==> src/rtl/hub75_scan_ctrl_pkg.sv <==
// Shared types and width helpers for the HUB75 scan controller.
package hub75_scan_ctrl_pkg;

  typedef enum logic [1:0] {
    ST_IDLE  = 2'd0,
    ST_SHIFT = 2'd1,
    ST_BLANK = 2'd2,
    ST_LATCH = 2'd3
  } state_e;

  function automatic int min1_clog2(input int n);
    int w;
    w = $clog2(n);
    return (w < 1) ? 1 : w;
  endfunction

  function automatic int col_w(input int ncols);
    return min1_clog2(ncols);
  endfunction

  function automatic int plane_w(input int planes);
    return min1_clog2(planes);
  endfunction

  // Wide enough to hold the longest plane on-time itself.
  function automatic int on_w(input int base_on, input int planes);
    return $clog2(base_on << (planes - 1)) + 1;
  endfunction

  function automatic int wait_w(input int wait_cycles);
    return min1_clog2(wait_cycles);
  endfunction

endpackage

==> src/rtl/hub75_scan_ctrl_dly_timer.sv <==
// Loadable down-counter; done is high once the count reaches zero.
module hub75_scan_ctrl_dly_timer #(
  parameter int W = 2
) (
  input  logic         clk,
  input  logic         rst,
  input  logic         load_i,
  input  logic [W-1:0] load_val_i,
  input  logic         enb_i,
  output logic         done_o
);

  logic [W-1:0] cnt_q;

  always_ff @(posedge clk) begin
    if (rst) begin
      cnt_q <= '0;
    end else if (load_i) begin
      cnt_q <= load_val_i;
    end else if (enb_i && (cnt_q != '0)) begin
      cnt_q <= cnt_q - W'(1);
    end
  end

  assign done_o = (cnt_q == '0);

endmodule

==> src/rtl/hub75_scan_ctrl.sv <==
// HUB75 scan controller: shifts each row-plane while the previous plane is displayed for its BCM weight.
// Handshake: a column advances from phase A only when pix_rdy=1 is sampled while pix_req=1; no other backpressure exists.
module hub75_scan_ctrl
  import hub75_scan_ctrl_pkg::*;
#(
  parameter int NCOLS       = 32,
  parameter int ROW_BITS    = 3,
  parameter int PLANES      = 4,
  parameter int WAIT_CYCLES = 4,
  parameter int BASE_ON     = 16
) (
  input  logic                              clk,
  input  logic                              rst,
  input  logic                              enb,
  input  logic                              pix_rdy,
  output logic                              pix_req,
  output logic [col_w(NCOLS)-1:0]           col_addr,
  output logic [ROW_BITS-1:0]               load_row,
  output logic [plane_w(PLANES)-1:0]        load_plane,
  output logic                              sclk,
  output logic                              lat,
  output logic                              blank,
  output logic [ROW_BITS-1:0]               row_addr,
  output logic                              frame_done,
  output state_e                            dbg_state
);

  localparam int CW = col_w(NCOLS);
  localparam int PW = plane_w(PLANES);
  localparam int OW = on_w(BASE_ON, PLANES);
  localparam int TW = wait_w(WAIT_CYCLES);

  state_e                state_q, state_d;
  logic [CW-1:0]         col_q, col_d;
  logic                  phase_q, phase_d;
  logic                  shifted_q, shifted_d;
  logic [ROW_BITS-1:0]   load_row_q, load_row_d;
  logic [ROW_BITS-1:0]   row_addr_q, row_addr_d;
  logic [PW-1:0]         load_plane_q, load_plane_d;
  logic [PW-1:0]         disp_plane_q, disp_plane_d;
  logic                  disp_valid_q, disp_valid_d;
  logic [OW-1:0]         on_cnt_q, on_cnt_d;
  logic                  frame_done_q, frame_done_d;

  logic                  tmr_load, tmr_enb, tmr_done;
  logic [OW-1:0]         on_limit;
  logic                  on_done, last_b, latch_exit;

  assign on_limit   = OW'(BASE_ON) << disp_plane_q;
  // True when the current plane's on-time ends with this clock (or nothing is displayed).
  assign on_done    = !disp_valid_q || (on_cnt_q >= (on_limit - OW'(1)));
  assign last_b     = phase_q && !shifted_q && (col_q == CW'(NCOLS - 1));
  assign latch_exit = (state_q == ST_LATCH) && tmr_done;

  always_ff @(posedge clk) begin
    if (rst) begin
      state_q      <= ST_IDLE;
      col_q        <= '0;
      phase_q      <= 1'b0;
      shifted_q    <= 1'b0;
      load_row_q   <= '0;
      row_addr_q   <= '0;
      load_plane_q <= '0;
      disp_plane_q <= '0;
      disp_valid_q <= 1'b0;
      on_cnt_q     <= '0;
      frame_done_q <= 1'b0;
    end else begin
      state_q      <= state_d;
      col_q        <= col_d;
      phase_q      <= phase_d;
      shifted_q    <= shifted_d;
      load_row_q   <= load_row_d;
      row_addr_q   <= row_addr_d;
      load_plane_q <= load_plane_d;
      disp_plane_q <= disp_plane_d;
      disp_valid_q <= disp_valid_d;
      on_cnt_q     <= on_cnt_d;
      frame_done_q <= frame_done_d;
    end
  end

  always_comb begin
    state_d = state_q;
    case (state_q)
      ST_IDLE:  if (enb) state_d = ST_SHIFT;
      ST_SHIFT: if ((last_b || shifted_q) && on_done) state_d = ST_BLANK;
      ST_BLANK: if (tmr_done) state_d = ST_LATCH;
      ST_LATCH: if (tmr_done) state_d = enb ? ST_SHIFT : ST_IDLE;
      default:  state_d = ST_IDLE;
    endcase
  end

  assign tmr_load = ((state_q == ST_SHIFT) && (state_d == ST_BLANK)) ||
                    ((state_q == ST_BLANK) && (state_d == ST_LATCH));
  assign tmr_enb  = (state_q == ST_BLANK) || (state_q == ST_LATCH);

  hub75_scan_ctrl_dly_timer #(.W(TW)) u_wait (
    .clk        (clk),
    .rst        (rst),
    .load_i     (tmr_load),
    .load_val_i (TW'(WAIT_CYCLES - 1)),
    .enb_i      (tmr_enb),
    .done_o     (tmr_done)
  );

  always_comb begin
    col_d        = col_q;
    phase_d      = phase_q;
    shifted_d    = shifted_q;
    load_row_d   = load_row_q;
    row_addr_d   = row_addr_q;
    load_plane_d = load_plane_q;
    disp_plane_d = disp_plane_q;
    disp_valid_d = disp_valid_q;
    on_cnt_d     = on_cnt_q;
    frame_done_d = 1'b0;

    if (state_q == ST_SHIFT) begin
      if (on_cnt_q != '1) on_cnt_d = on_cnt_q + OW'(1);
      if (!shifted_q) begin
        if (!phase_q) begin
          if (pix_rdy) phase_d = 1'b1;
        end else begin
          phase_d = 1'b0;
          if (col_q == CW'(NCOLS - 1)) begin
            col_d     = '0;
            shifted_d = 1'b1;
          end else begin
            col_d = col_q + CW'(1);
          end
        end
      end
    end

    if (latch_exit) begin
      row_addr_d   = load_row_q;
      disp_plane_d = load_plane_q;
      disp_valid_d = enb;
      on_cnt_d     = '0;
      shifted_d    = 1'b0;
      phase_d      = 1'b0;
      col_d        = '0;
      if (load_plane_q == PW'(PLANES - 1)) begin
        load_plane_d = '0;
        load_row_d   = load_row_q + ROW_BITS'(1);
        if (load_row_q == '1) frame_done_d = 1'b1;
      end else begin
        load_plane_d = load_plane_q + PW'(1);
      end
    end
  end

  always_comb begin
    sclk       = (state_q == ST_SHIFT) && phase_q && !shifted_q;
    pix_req    = (state_q == ST_SHIFT) && !phase_q && !shifted_q;
    lat        = (state_q == ST_LATCH);
    blank      = !((state_q == ST_SHIFT) && disp_valid_q && (on_cnt_q < on_limit));
    col_addr   = col_q;
    load_row   = load_row_q;
    load_plane = load_plane_q;
    row_addr   = row_addr_q;
    frame_done = frame_done_q;
    dbg_state  = state_q;
  end

endmodule
==> config.mk <==
export PLATFORM = sky130hd
export DESIGN_NAME = hub75_scan_ctrl
export DESIGN_NICKNAME = d
export VERILOG_FILES = /design/src/rtl/hub75_scan_ctrl_pkg.sv /design/src/rtl/hub75_scan_ctrl_dly_timer.sv /design/src/rtl/hub75_scan_ctrl.sv
export SDC_FILE = /design/constraint.sdc
export NUM_CORES = 1
export LEC_CHECK = 0
export BUFFER_PORTS_ARGS = -buffer_cell sky130_fd_sc_hd__buf_4
export CORE_MARGIN = 1
export CORE_UTILIZATION = 30
export CTS_CLUSTER_DIAMETER = 120
export CTS_CLUSTER_SIZE = 10
export DETAILED_ROUTE_END_ITERATION = 8
export GPL_TIMING_DRIVEN = 0
export SLEW_MARGIN = 20
export SYNTH_ARGS = -nofsm -noshare
export SYNTH_HDL_FRONTEND = slang
export SYNTH_SLANG_ARGS = --single-unit
==> constraint.sdc <==
create_clock -name clk -period 4.9 [get_ports clk]
set_input_delay 0.98 -clock clk [delete_from_list [all_inputs] [get_ports clk]]
set_output_delay 0.98 -clock clk [all_outputs]
set_load 0.005 [all_outputs]
# [After elaboration in Yosys (flattened, before gate mapping)]
# Cells that the tools add are included.
[word_totals] register_bits=31 output_inout_bits=20 elab_cells=80
[classes] add_sub_neg=6 order_cmp=2 n_eq_ne=9 shift=1 muxes=16 n_bitwise=3 reduce_logical=31
[ops] operator="$mux 2" count=7
[ops] operator="$logic_and 1x1->1" count=13
[ops] operator="$eq 2x2->1 const B" count=5
[ops] operator="$add 8x1->8 const B" count=1
[ops] operator="$ge 8x8->1" count=1
[ops] operator="$lt 8x8->1" count=1
[ops] operator="$ne 8x8->1 const B" count=1
[ops] operator="$pmux 2 s4" count=1
[ops] operator="$shl 5x2->8 const A" count=1
[ops] operator="$sub 8x1->8 const B" count=1
[ops] operator="$mux 1" count=7
[ops] operator="$reduce_and 2->1" count=3
[ops] operator="$add 5x1->5 const B" count=1
[ops] operator="$eq 5x5->1 const B" count=1
[ops] operator="$mux 5" count=1
[ops] operator="$logic_not 1->1" count=4
[ops] operator="$logic_not 2->1" count=2
[ops] operator="$logic_or 1x1->1" count=4
[ops] operator="$reduce_bool 2->1" count=2
[ops] operator="$add 3x1->3 const B" count=1
[ops] operator="$eq 3x3->1 const B" count=1
[ops] operator="$not 1->1" count=3
[ops] operator="$reduce_and 3->1" count=1
[ops] operator="$reduce_or 3->1" count=1
[ops] operator="other kinds (4)" count=4

# [Depth between registers and ports, before layout]
[logic_depth] depth_word=11 ltp_mapped=7

# [Modules after synthesis]
# From an unflattened synthesis, not the netlist that was laid out.
[unflattened] cells_unflattened=197 area_unflattened_um2=1644.1
[modules_own_cells] module="hub75_scan_ctrl" instances=1 cells_each=183 area_per_inst_um2=1517.7
[modules_own_cells] module="hub75_scan_ctrl_dly_timer" instances=1 cells_each=14 area_per_inst_um2=126.4

# [Least setup slack after synthesis]
# Ideal clock, no wire load.
[synth_path] path_type="register -> output" startpoint="register disp_plane_q[1]" endpoint="output blank" arrival_ns=1.470 t_required_ns=3.920 path_slack_ns=2.450 stages_incl_launch_ff=7 n_path_buf=0 cell_sequence="dfxtp_1 > or2_2 > ha_1 > o21a_1 > o21a_1 > o21ai_0 > nand4b_1"
[synth_between] elab_chain_cells=4
[synth_lines] element="from (decl)" line_no="hub75_scan_ctrl.sv:40" rtl="logic [PW-1:0] disp_plane_q, disp_plane_d;"
[synth_lines] element="from (signal assigned)" line_no="hub75_scan_ctrl.sv:76" rtl="disp_plane_q <= disp_plane_d;"
[synth_lines] element="$shl 5x2->8" line_no="hub75_scan_ctrl.sv:49" rtl="assign on_limit = OW'(BASE_ON) << disp_plane_q;"
[synth_lines] element="$lt 8x8->1" line_no="hub75_scan_ctrl.sv:158" rtl="blank = !((state_q == ST_SHIFT) && disp_valid_q && (on_cnt_q < on_limit));"
[synth_lines] element="$logic_and 1x1->1" line_no="hub75_scan_ctrl.sv:158"
[synth_lines] element="$logic_not 1->1" line_no="hub75_scan_ctrl.sv:158"
[synth_lines] element="to (decl)" line_no="hub75_scan_ctrl.sv:22" rtl="output logic blank,"
# No other way between the ends.

# [Worst setup path after layout]
# Ends and elaborated chain as after synthesis.

==> out/results.ini <==
[status]
status = finished, final reports clean

[hold_path]
min-delay-path-class = reg -> reg

[clock_tree]
clk_pin_slew_ns = 0.07
cts_made_buffers = 5
cts_hold_buffers = 0
cts_tree = yes
cts.path.max_buffers = 2
h-tree-depth = 2
cts_resized = 0
cts_root_buf = clkbuf_8
clk_latency_ns = 0.28
cts.sinks = 31
postCtsSetupRepairBufs = 0

[die]
core_area_um2 = 5107
io-pin-count = 24
die_area_um2 = 5575
die_y_um = 74.67
fp.dieW_um = 74.67
initial_utilization_pct = 31.01
rows = 26

[grt]
grt_antenna_before_repair = 0
grt_pass1_vias = 1107
overflow = 0
track_usage_pct = 12.03
grt_max_degree = 11
grt_pass1_wl_mm = 5.112

[sta]
rsz0062_at_grt = no
clock.fmax_mhz = 331.2
finalSetupViolations = 0
finalMaxSlewViolations = 0
fin_crit_ns = 3.019
fin_crit_sh_pct = 61.61
worstMarginPinSlew_ns = 0.4413
finalHoldViolCount = 0
relSlewSlack_pct = 70.58
finalSetupTns_ns = 0
fin_skew_ns = 0.005159

[worst_setup_path]
worstSetupPathType = reg -> out
worstSetupEndpointType = output pin
crit_arrival_ns = 2.04
r2r_slack_ns = 2.81
path_max_fanout = 5
cp-start-kind = flop
cp_data_required_time_ns = 3.92

[route]
drt_first_pass_iters = 4
remaining_drc_errors = 0
postRouteWirelength_mm = 3.190
drtIter0Drc = 73
antenna_left = 0
routed-via-count = 1364
avgViaCountPerCell = 4.736
avgRoutedWirePerCell_um = 11.08

[finish]
fin_util_pct = 37.92
fin_nets = 235
syn2layout_area_growth_pct = 22.28
layout_commonest_cell = dfxtp_1
drive_gt1_share_pct = 17.43
mostFrequentLayoutCells = dfxtp_1 (31), nand2_1 (26), buf_4 (22)
antennaDiodeCount = 0

[logic_synthesis]
syn_nets = 206
synth.avg_cell_area_um2 = 8.426
yosysWarnings = 0
seq_area_frac_synth_pct = 39.18
synth.distinct_cells = 38
syn_inst = 188
ys_ff_latch = 31
syn_area_um2 = 1584

[placement]
gpl.final_weighted_congestion = 0.7107
dp_hpwl_mm = 2.319
io_buffers = 22

[pwr]
power_density_nw_per_um2 = 259.9
leakagePower_uw = 0.0008096
ir_drop_mv = 0.1169
p_total_uw = 503.5

[flow_run]
drv_cap = 0

-- state kept, by name (all words and copies together) (netlist names) --
name	count
u_wait.cnt_q	2
disp_valid_q	1
dbg_state	2
phase_q	1
row_addr	3
frame_done	1
col_addr	5
on_cnt_q	8
load_plane	2
shifted_q	1
load_row	3
disp_plane_q	2
-- cell families (layout without fill, tap and decap cells) --
group | count (synthesis) | count (layout) | synth area share [%]
xor+xnor | 6 | 6 | 3.318
simple gates | 72 | 72 | 22.83
compound gates | 44 | 44 | 16.67
flops | 31 | 31 | 39.18
fa+ha+maj | 14 | 14 | 11.06
mux | 3 | 3 | 1.896
buf+inv | 18 | 48 | 5.055
-- per-stage QoR --
step	std cells	setup slack, ns	area, µm²	hold WS [ns]
after floorplan	188	2.450	1584	0.4494
after global placement	280	2.197	1837	0.4471
after detailed placement	280	2.179	1837	0.4478
after CTS	288	1.866	1937	0.4573
after global routing	288	1.799	1937	0.4783
final	288	1.881	1937	0.4546
-- routing by layer --
metal / part of all wire (%) / GRT usage (%)
met4: 1.6 / 5.660
met1: 52 / 16.12
met2: 44 / 18.02
met3: 3.3 / 3.213
met5: 0 / 0
-- layout make-up --
type,count,area [µm²]
Buffer,9,46.29
Clock buffer,8,100.1
Fill cell,534,3171
Inverter,9,33.78
Multi-Input combinational cell,139,883.3
Sequential cell,31,620.6
Tap cell,70,87.58
Timing Repair Buffer,22,165.2
-- worst max-delay path, cell delays in order, from the launching register on --
cell      delay, ns
dfxtp_1        0.34
or2_2          0.31
ha_1           0.30
o21a_1         0.19
o21a_1         0.16
o21ai_0        0.15
nand4b_1       0.14
buf_4          0.16
-- Yosys cell counts (all sizes together) --
cell	instances	area, µm²
or2	1	6.260
mux2i	3	30.03
or4b	2	20.02
nor2	17	63.81
inv	9	33.78
o21a	2	15.01
nand2b	2	12.51
and2	3	18.77
and4b	1	10.01
nand4	1	6.260
a31oi	3	18.77
nand4bb	1	11.26
o21ai	9	45.04
nand3	5	25.02
nor3b	2	15.01
nand2	26	97.59
and3	2	12.51
nor3	3	15.01
o311a	1	10.01
xor2	6	52.55
a21oi	21	105.1
o2111ai	2	17.52
o31ai	1	7.510
and2b	1	7.510
or4	3	22.52
buf	5	31.28
nand4b	2	17.52
dfxtp	31	620.6
clkbuf	4	15.01
a31o	1	8.760
o211ai	2	20.02
ha	14	175.2
a221oi	1	8.760
a211oi	1	7.510
-- power by group --
part           internal (µW)  leakage (µW)  switching [µW]  total [µW]
combinational           9.41      0.000508            12.9        22.3
clock                    128     0.0000515            95.2         223
sequential               255      0.000250            2.96         258
total                    392      0.000810             111         503
-- final timing paths --
| kind | from | end | cells past startpoint |
|---|---|---|---|
| max | disp_plane_q[1] | blank | 7 |
| min | row_addr[0] | row_addr[0] | 2 |
| max reg2reg | col_addr[0] | u_wait.cnt_q[0] | 7 |
| min reg2reg | row_addr[0] | row_addr[0] | 2 |
No activity file was read; power rests on OpenSTA's default activity.
